File: src/rtl/reset_request_ctrl.sv
// Reset request sequencer: turns one-cycle reset requests into a counted ASSERT level
// for the reset generator, waits out the recovery window, then pulses DONE.
module reset_request_ctrl #(
    parameter int CNT_W       = 8,
    parameter int RECOVER     = 4,
    parameter int DEF_HOLD    = 16,
    parameter bit INIT_ASSERT = 1'b1
) (
    input  logic             CLK,
    input  logic             RST_N,
    input  logic             REQ,
    input  logic [CNT_W-1:0] HOLD_CYCLES,
    input  logic             FORCE,
    output logic             REQ_ACK,
    output logic             ASSERT_OUT,
    output logic             BUSY,
    output logic             DONE
);

    localparam logic [1:0] ST_IDLE    = 2'd0;
    localparam logic [1:0] ST_ASSERT  = 2'd1;
    localparam logic [1:0] ST_RECOVER = 2'd2;
    localparam logic [1:0] ST_FINISH  = 2'd3;

    localparam int               REC_W    = (RECOVER > 0) ? $clog2(RECOVER + 1) : 1;
    localparam logic [REC_W-1:0] REC_LOAD = REC_W'(RECOVER);
    localparam logic [CNT_W-1:0] DEF_LOAD = (DEF_HOLD > 0) ? CNT_W'(DEF_HOLD) : CNT_W'(1);
    localparam logic [CNT_W-1:0] ONE      = CNT_W'(1);

    logic [1:0]       state, state_nxt;
    logic [CNT_W-1:0] hold_cnt, hold_nxt;
    logic [REC_W-1:0] rec_cnt, rec_nxt;
    logic             pending, pend_nxt;
    logic             ack_nxt;
    logic [CNT_W-1:0] h_eff;

    // A zero hold request still produces a one-cycle assertion.
    assign h_eff = (HOLD_CYCLES == '0) ? ONE : HOLD_CYCLES;

    always_comb begin
        // NOTE: every output of this block gets a default first, so no path can infer a latch.
        state_nxt = state;
        hold_nxt  = hold_cnt;
        rec_nxt   = rec_cnt;
        pend_nxt  = pending;
        ack_nxt   = 1'b0;

        case (state)
            ST_IDLE: begin
                if (REQ) begin
                    state_nxt = ST_ASSERT;
                    hold_nxt  = h_eff;
                    ack_nxt   = 1'b1;
                end else if (FORCE) begin
                    state_nxt = ST_ASSERT;
                    hold_nxt  = ONE;
                end
            end

            ST_ASSERT: begin
                if (REQ) begin
                    hold_nxt = h_eff;
                    ack_nxt  = 1'b1;
                end else if (!FORCE) begin
                    if (hold_cnt <= ONE) begin
                        if (RECOVER == 0) begin
                            state_nxt = ST_FINISH;
                        end else begin
                            state_nxt = ST_RECOVER;
                            rec_nxt   = REC_LOAD;
                        end
                    end else begin
                        hold_nxt = hold_cnt - ONE;
                    end
                end
            end

            ST_RECOVER: begin
                if (FORCE) begin
                    state_nxt = ST_ASSERT;
                    pend_nxt  = 1'b0;
                    hold_nxt  = REQ ? h_eff : ONE;
                    ack_nxt   = REQ;
                end else begin
                    // hold_cnt is idle here, so it doubles as storage for the pending hold length.
                    if (REQ) begin
                        pend_nxt = 1'b1;
                        hold_nxt = h_eff;
                        ack_nxt  = 1'b1;
                    end
                    if (rec_cnt <= REC_W'(1)) begin
                        state_nxt = ST_FINISH;
                    end else begin
                        rec_nxt = rec_cnt - REC_W'(1);
                    end
                end
            end

            default: begin
                pend_nxt = 1'b0;
                if (REQ) begin
                    state_nxt = ST_ASSERT;
                    hold_nxt  = h_eff;
                    ack_nxt   = 1'b1;
                end else if (pending) begin
                    state_nxt = ST_ASSERT;
                end else if (FORCE) begin
                    state_nxt = ST_ASSERT;
                    hold_nxt  = ONE;
                end else begin
                    state_nxt = ST_IDLE;
                end
            end
        endcase
    end

    always_ff @(posedge CLK) begin
        // NOTE: sequential state uses non-blocking assignments so all registers update together.
        if (!RST_N) begin
            state      <= INIT_ASSERT ? ST_ASSERT : ST_IDLE;
            hold_cnt   <= INIT_ASSERT ? DEF_LOAD : '0;
            rec_cnt    <= '0;
            pending    <= 1'b0;
            REQ_ACK    <= 1'b0;
            DONE       <= 1'b0;
            ASSERT_OUT <= INIT_ASSERT;
            BUSY       <= INIT_ASSERT;
        end else begin
            state      <= state_nxt;
            hold_cnt   <= hold_nxt;
            rec_cnt    <= rec_nxt;
            pending    <= pend_nxt;
            REQ_ACK    <= ack_nxt;
            ASSERT_OUT <= (state_nxt == ST_ASSERT);
            BUSY       <= (state_nxt != ST_IDLE);
            // DONE is visible during the FINISH cycle unless a merged request is waiting.
            DONE       <= (state_nxt == ST_FINISH) && !pend_nxt;
        end
    end

endmodule

File: config.mk
export PLATFORM = sky130hd
export DESIGN_NAME = reset_request_ctrl
export DESIGN_NICKNAME = d
export VERILOG_FILES = /design/src/rtl/reset_request_ctrl.sv
export SDC_FILE = /design/constraint.sdc
export NUM_CORES = 1
export LEC_CHECK = 0
export CAP_MARGIN = 20
export CORE_MARGIN = 1.5
export CORE_UTILIZATION = 45
export DETAILED_ROUTE_END_ITERATION = 6
export PLACE_DENSITY = 0.7
export SLEW_MARGIN = 30
export SYNTH_ARGS = -nofsm -noshare
export SYNTH_HDL_FRONTEND = slang
export SYNTH_SLANG_ARGS = --single-unit
File: constraint.sdc
create_clock -name CLK -period 1.9 [get_ports CLK]
set_input_delay 0.38 -clock CLK [delete_from_list [all_inputs] [get_ports CLK]]
set_output_delay 0.38 -clock CLK [all_outputs]
set_load 0.02 [all_outputs]
Word level (Yosys, flattened, before mapping)
Cells that the tools add are included.
- input bits: 12
- bits in registers: 18
- $lt $le $gt $ge: 2
- equality and inequality tests: 13
- $add $sub $neg: 2
- multiplexer cells: 35
- reductions and logical operators: 9
- operator list (operator ; count):
    2-to-1 mux 8 bit ; 11
    one-hot mux 8 bit (3 select lines) ; 1
    2-to-1 mux 3 bit ; 5
    2-to-1 mux 2 bit ; 7
    inequality test 2 bit, second input constant ; 5
    inequality test 3 bit, second input constant ; 3
    less-or-equal comparator 8 x 1 -> 1 bit, second input constant ; 1
    zero test 8 bit ; 1
    2-to-1 mux 1 bit ; 8
    subtractor 8 x 1 -> 8 bit, second input constant ; 1
    one-hot mux 2 bit (3 select lines) ; 1
    one-hot mux 3 bit (2 select lines) ; 1
    AND reduction 6 bit ; 1
    inequality test 5 x 2 -> 1 bit, second input constant ; 1
    == test 2 x 1 -> 1 bit, second input constant ; 2
    == test 2 bit, second input constant ; 2
    AND reduction 4 bit ; 1
    nonzero test 2 bit ; 2
    less-or-equal comparator 3 x 1 -> 1 bit, second input constant ; 1
    subtractor 3 x 1 -> 3 bit, second input constant ; 1
    zero test 2 bit ; 1
    one-hot mux 1 bit (2 select lines) ; 1
    OR reduction 2 bit ; 1
    logical AND 1 bit ; 1
    zero test 1 bit ; 1

Depth between registers and ports, before layout
Gate-level depths: netlist of run 1.
- depth after elaboration: 7
- depth in mapped cells: 9
- gate-level depth less buffers: 7

Least setup slack after synthesis of run 1
OpenSTA, ideal clock, no wires.
- path type: reg2reg
- from: register state[0]
- to: register hold_cnt[0]
- data arrival time: 1790 ps
- setup time: 119 ps
- buffers on the path: 1
- required time: 1781 ps
- path slack: -9 ps
- cell stages (with the launch flop): 8
- cells stage by stage: dfxtp_1 -> inv_1 -> ha_1 -> buf_6 -> nor2b_1 -> nor3_1 -> or4_4 -> o221a_1
- cells in the longest elaborated chain, start to end: 3
- RTL lines (item ; line ; text):
    from (decl) ; 30 ; logic [1:0] state, state_nxt;
    from (signal assigned) ; 120 ; state <= INIT_ASSERT ? ST_ASSERT : ST_IDLE;
    from (signal assigned) ; 129 ; state <= state_nxt;
    == test 2 bit (tied with other cells) ; 48 ; case (state)
    inequality test 5 x 2 -> 1 bit (no source line) or inequality test 3 bit (tied branches) ; -- ;
    AND reduction 4 bit (no source line) ; -- ;
    to (signal assigned) ; 121 ; hold_cnt <= INIT_ASSERT ? DEF_LOAD : '0;
    to (signal assigned) ; 130 ; hold_cnt <= hold_nxt;
    to (decl) ; 31 ; logic [CNT_W-1:0] hold_cnt, hold_nxt;
Parallel ways exist; a longest one is shown, timed or not.
A chain may end at the register's enable or synchronous reset.

Worst setup path after layout of run 1
- from: register hold_cnt[1]
- to: register hold_cnt[7]
- cells in the longest elaborated chain, start to end: 5
- RTL lines (item ; line ; text):
    subtractor 8 x 1 -> 8 bit ; 73 ; hold_nxt = hold_cnt - ONE;
    2-to-1 mux 8 bit ; 65 ; if (hold_cnt <= ONE) begin
    2-to-1 mux 8 bit ; 64 ; end else if (!FORCE) begin
    2-to-1 mux 8 bit ; 61 ; if (REQ) begin
    one-hot mux 8 bit (3 select lines) ; 48 ;
Parallel ways exist; a longest one is shown, timed or not. The select of a mux whose other input is x is not followed.

==> metrics.md, run 1 <==
| Metric | Value |
|---|---|
| Fin crit period | `1.885 ns` |
| VDD IR-drop max | `797.0 uV` |
| Clock transition at path regs | `0.11 ns` |
| Initial antenna violation count | `0` |
| Fill cells | `201` |
| Setup ws final | `0.01502 ns` |
| WS Path Type | `reg2reg` |
| WL/cell | `16.46 um` |
| Final setup fails | `0` |
| Clock Sinks | `18` |
| Final Non-Filler Cells | `222` |
| Area of the multi-input gates | `897.1 um^2` |
| DRT iter0 DRCs | `45` |
| Max_slew headroom | `0.7480` |
| HPWL Detailed | `2557 um` |
| Die ar. | `3041 um^2` |
| Die Y | `55.15 um` |
| GP Congestion | `0.8690` |
| Storage cell area | `367.9 um^2` |
| Crit start category | `flop` |
| DIE WIDTH | `55.15 um` |
| Htree depth | `1` |
| Sequential element share of the synthesized area | `0.2945` |
| Site row count | `18` |
| Period Utilization, post-route | `0.9921` |
| Ports | `16` |
| Fin. Hold Viols | `0` |
| Synthesized cell area | `1224 um^2` |
| Area grow syn2layout | `44.99%` |
| Syn Inst Count | `147` |
| Syn Area/Cell | `8.324 um^2` |
| Post-synth EDFFs | `0` |
| Dominant synthesized flop cell | `dfxtp_1` |
| Max clock buf depth | `2` |
| Top cell type's share of synthesized area | `0.2945` |
| Vias | `1355` |
| Post-Layout Inst Area | `1774 um^2` |
| Antenna diodes | `0` |
| Library cells used by synthesis | `50` |
| Number of global-route vias before repair | `1287` |
| Async SR Flop Fraction | `0` |
| First-pass GRT wire length | `5444 um` |
| Initial DRT Pass Iterations | `4` |
| Clk_skew | `0.01207 ns` |
| GRT Util Overall | `0.2542` |
| Required @ worst endpoint | `2.10 ns` |
| Placed insts | `213` |
| Status | `finished, final reports clean` |
| Starting density of the core | `0.4851` |
| LEAKAGE | `0.6835 nW` |
| PwrDens | `1183 nW/um^2` |
| Clock Latency Late Sink | `0.31 ns` |
| Final ANT Viol Nets | `0` |
| Floorplan Core Area | `2522 um^2` |
| Total grt overflow | `0` |
| CP endpoint kind | `flop` |
| TritonCTS Buffers | `3` |
| Area after DPL | `1570 um^2` |
| Worst-margin pin slew | `0.3767 ns` |
| Drc violations | `0` |
| Root Driver | `clkbuf_4` |
| # hold bufs at CTS | `0` |
| Final nets | `213` |
| Hold Crit Class | `reg2reg` |
| Synth top area cells | `dfxtp_1 (29%), ha_1 (8.2%), a21oi_1 (4.9%)` |
| DRT Wirelength | `3654 um` |
| Max Cap Viol | `0` |
| CTS tree | `yes` |
| Share of cells above drive strength 1 | `0.3542` |
| Pre-CTS WS | `-0.1452 ns` |
| Largest net degree at the start of global routing | `13` |
| Ys Warns | `0` |
| Synthesized flop and latch total | `18` |
| Vias per Instance | `6.104` |
| Worst EP arrival | `2.09 ns` |
| RSZ-0062 raised after global routing | `true` |
| Fmax | `530.5 MHz` |
| Syn_nets | `167` |
| PortBufs | `15` |
| Max-slew violation count | `0` |
| Yosys top cell by area | `dfxtp_1` |
| CP max FO | `6` |
-- Yosys cell counts (all sizes together), types with 3 or more instances --
| library cell | instances |
|---|---|
| buf | 6 |
| o31ai | 6 |
| ha | 8 |
| dfxtp | 18 |
| nand2 | 10 |
| a21oi | 12 |
| a31oi | 3 |
| o21ai | 8 |
| nor3 | 3 |
| nor2 | 11 |
| and2 | 3 |
| a211oi | 4 |
| nor4 | 6 |
| a311oi | 4 |
| inv | 9 |
| o211ai | 4 |
-- cells by family after synthesis --
kind of cell / after synthesis / share of synthesized area
AND/OR/NAND/NOR: 51 / 0.2505
AO/OA/AOI/OAI: 52 / 0.2904
multiplexers: 1 / 0.008180
buffers and inverters: 17 / 0.07463
adder cells (fa/ha/maj): 8 / 0.08180
flip-flops: 18 / 0.2945
-- path summary, 6_finish.rpt --
| kind | start | endpoint | slack (ns) | cells past startpoint |
|---|---|---|---|---|
| setup / recovery | hold_cnt[1] | hold_cnt[7] | 0.02 | 8 |
| hold / removal | rec_cnt[2] | rec_cnt[2] | 0.51 | 1 |
| setup reg to reg | hold_cnt[1] | hold_cnt[7] | 0.02 | 8 |
| hold reg to reg | rec_cnt[2] | rec_cnt[2] | 0.51 | 1 |
-- layout by cell type (no fill, tap or decap), drive strengths merged, types with 2 or more instances in the layout --
cell	n
buf	33
or4	2
and2	3
o31ai	6
a211oi	4
nand3	2
ha	8
clkdlybuf4s50	15
nor3b	2
inv	9
nand2	10
o21ai	8
o211ai	4
a21oi	12
clkbuf	4
a31oi	3
a311oi	4
nor3	3
dfxtp	18
nor4	6
nor2	11
nor2b	2
-- sequential cells by signal (all words and copies together) (netlist names) --
signal and flops:
state 2, REQ_ACK 1, ASSERT_OUT 1, BUSY 1, hold_cnt 8, DONE 1, pending 1, rec_cnt 3
-- per-stage QoR --
step	util	setup TNS, ns	total power [mW]	hold slack (ns)
2_1_floorplan	-	0	1.171	0.4543
3_3_place_gp	0.6225	-0.7238	1.555	0.4652
3_5_place_dp	0.6225	-1.256	1.585	0.4767
4_1_cts	0.6434	0	1.859	0.4973
5_1_grt	0.7034	-0.04499	2.209	0.5309
6_report	0.7034	0	2.098	0.5080
-- layout make-up --
cell class                      count  area share
Clock buffer                        4     0.02045
Inverter                           10     0.02257
Multi-Input combinational cell    112      0.5056
Sequential cell                    18      0.2073
Tap cell                           30     0.02116
Timing Repair Buffer               48      0.2228
-- where the power goes --
part / internal [mW] / switching (mW)
Combinational: 0.632 / 0.651
Sequential: 0.479 / 0.0931
Clock: 0.117 / 0.126
-- repair_timing --
item,in CTS,in global routing
gates resized for setup,5,27
pin swaps,1,8
setup endpoints to repair,8,13
buffers inserted,0,4
gates cloned,0,1
-- critical path: stages (launching register included) --
cell	delay, ns
dfxtp_2	0.36
inv_2	0.06
ha_2	0.16
or2_4	0.28
a311oi_4	0.37
nor4_4	0.07
buf_4	0.17
o211ai_1	0.21
o31ai_2	0.10
-- layer usage --
layer	part of all wire	global-route usage
met5	0	0
met1	0.41	0.2696
met3	0.049	0.05108
met2	0.52	0.4960
met4	0.017	0.07724
Power figures use the tool's default switching activity.
==> run 2: changes to the inputs <==
--- a/config.mk
+++ b/config.mk
@@ -8,6 +8,7 @@
 export CAP_MARGIN = 20
 export CORE_MARGIN = 1.5
 export CORE_UTILIZATION = 45
+export CTS_CLUSTER_SIZE = 25
 export DETAILED_ROUTE_END_ITERATION = 6
 export PLACE_DENSITY = 0.7
 export SLEW_MARGIN = 30
==> results of run 2 <==
No change in the layout: final DEF, timing and power equal those of run 1.
==> run 3: changes to the inputs <==
--- a/config.mk
+++ b/config.mk
@@ -8,6 +8,7 @@
 export CAP_MARGIN = 20
 export CORE_MARGIN = 1.5
 export CORE_UTILIZATION = 45
+export CTS_CLUSTER_DIAMETER = 100
 export CTS_CLUSTER_SIZE = 25
 export DETAILED_ROUTE_END_ITERATION = 6
 export PLACE_DENSITY = 0.7
==> results of run 3 <==
No change in the layout: final DEF, timing and power equal those of run 1.
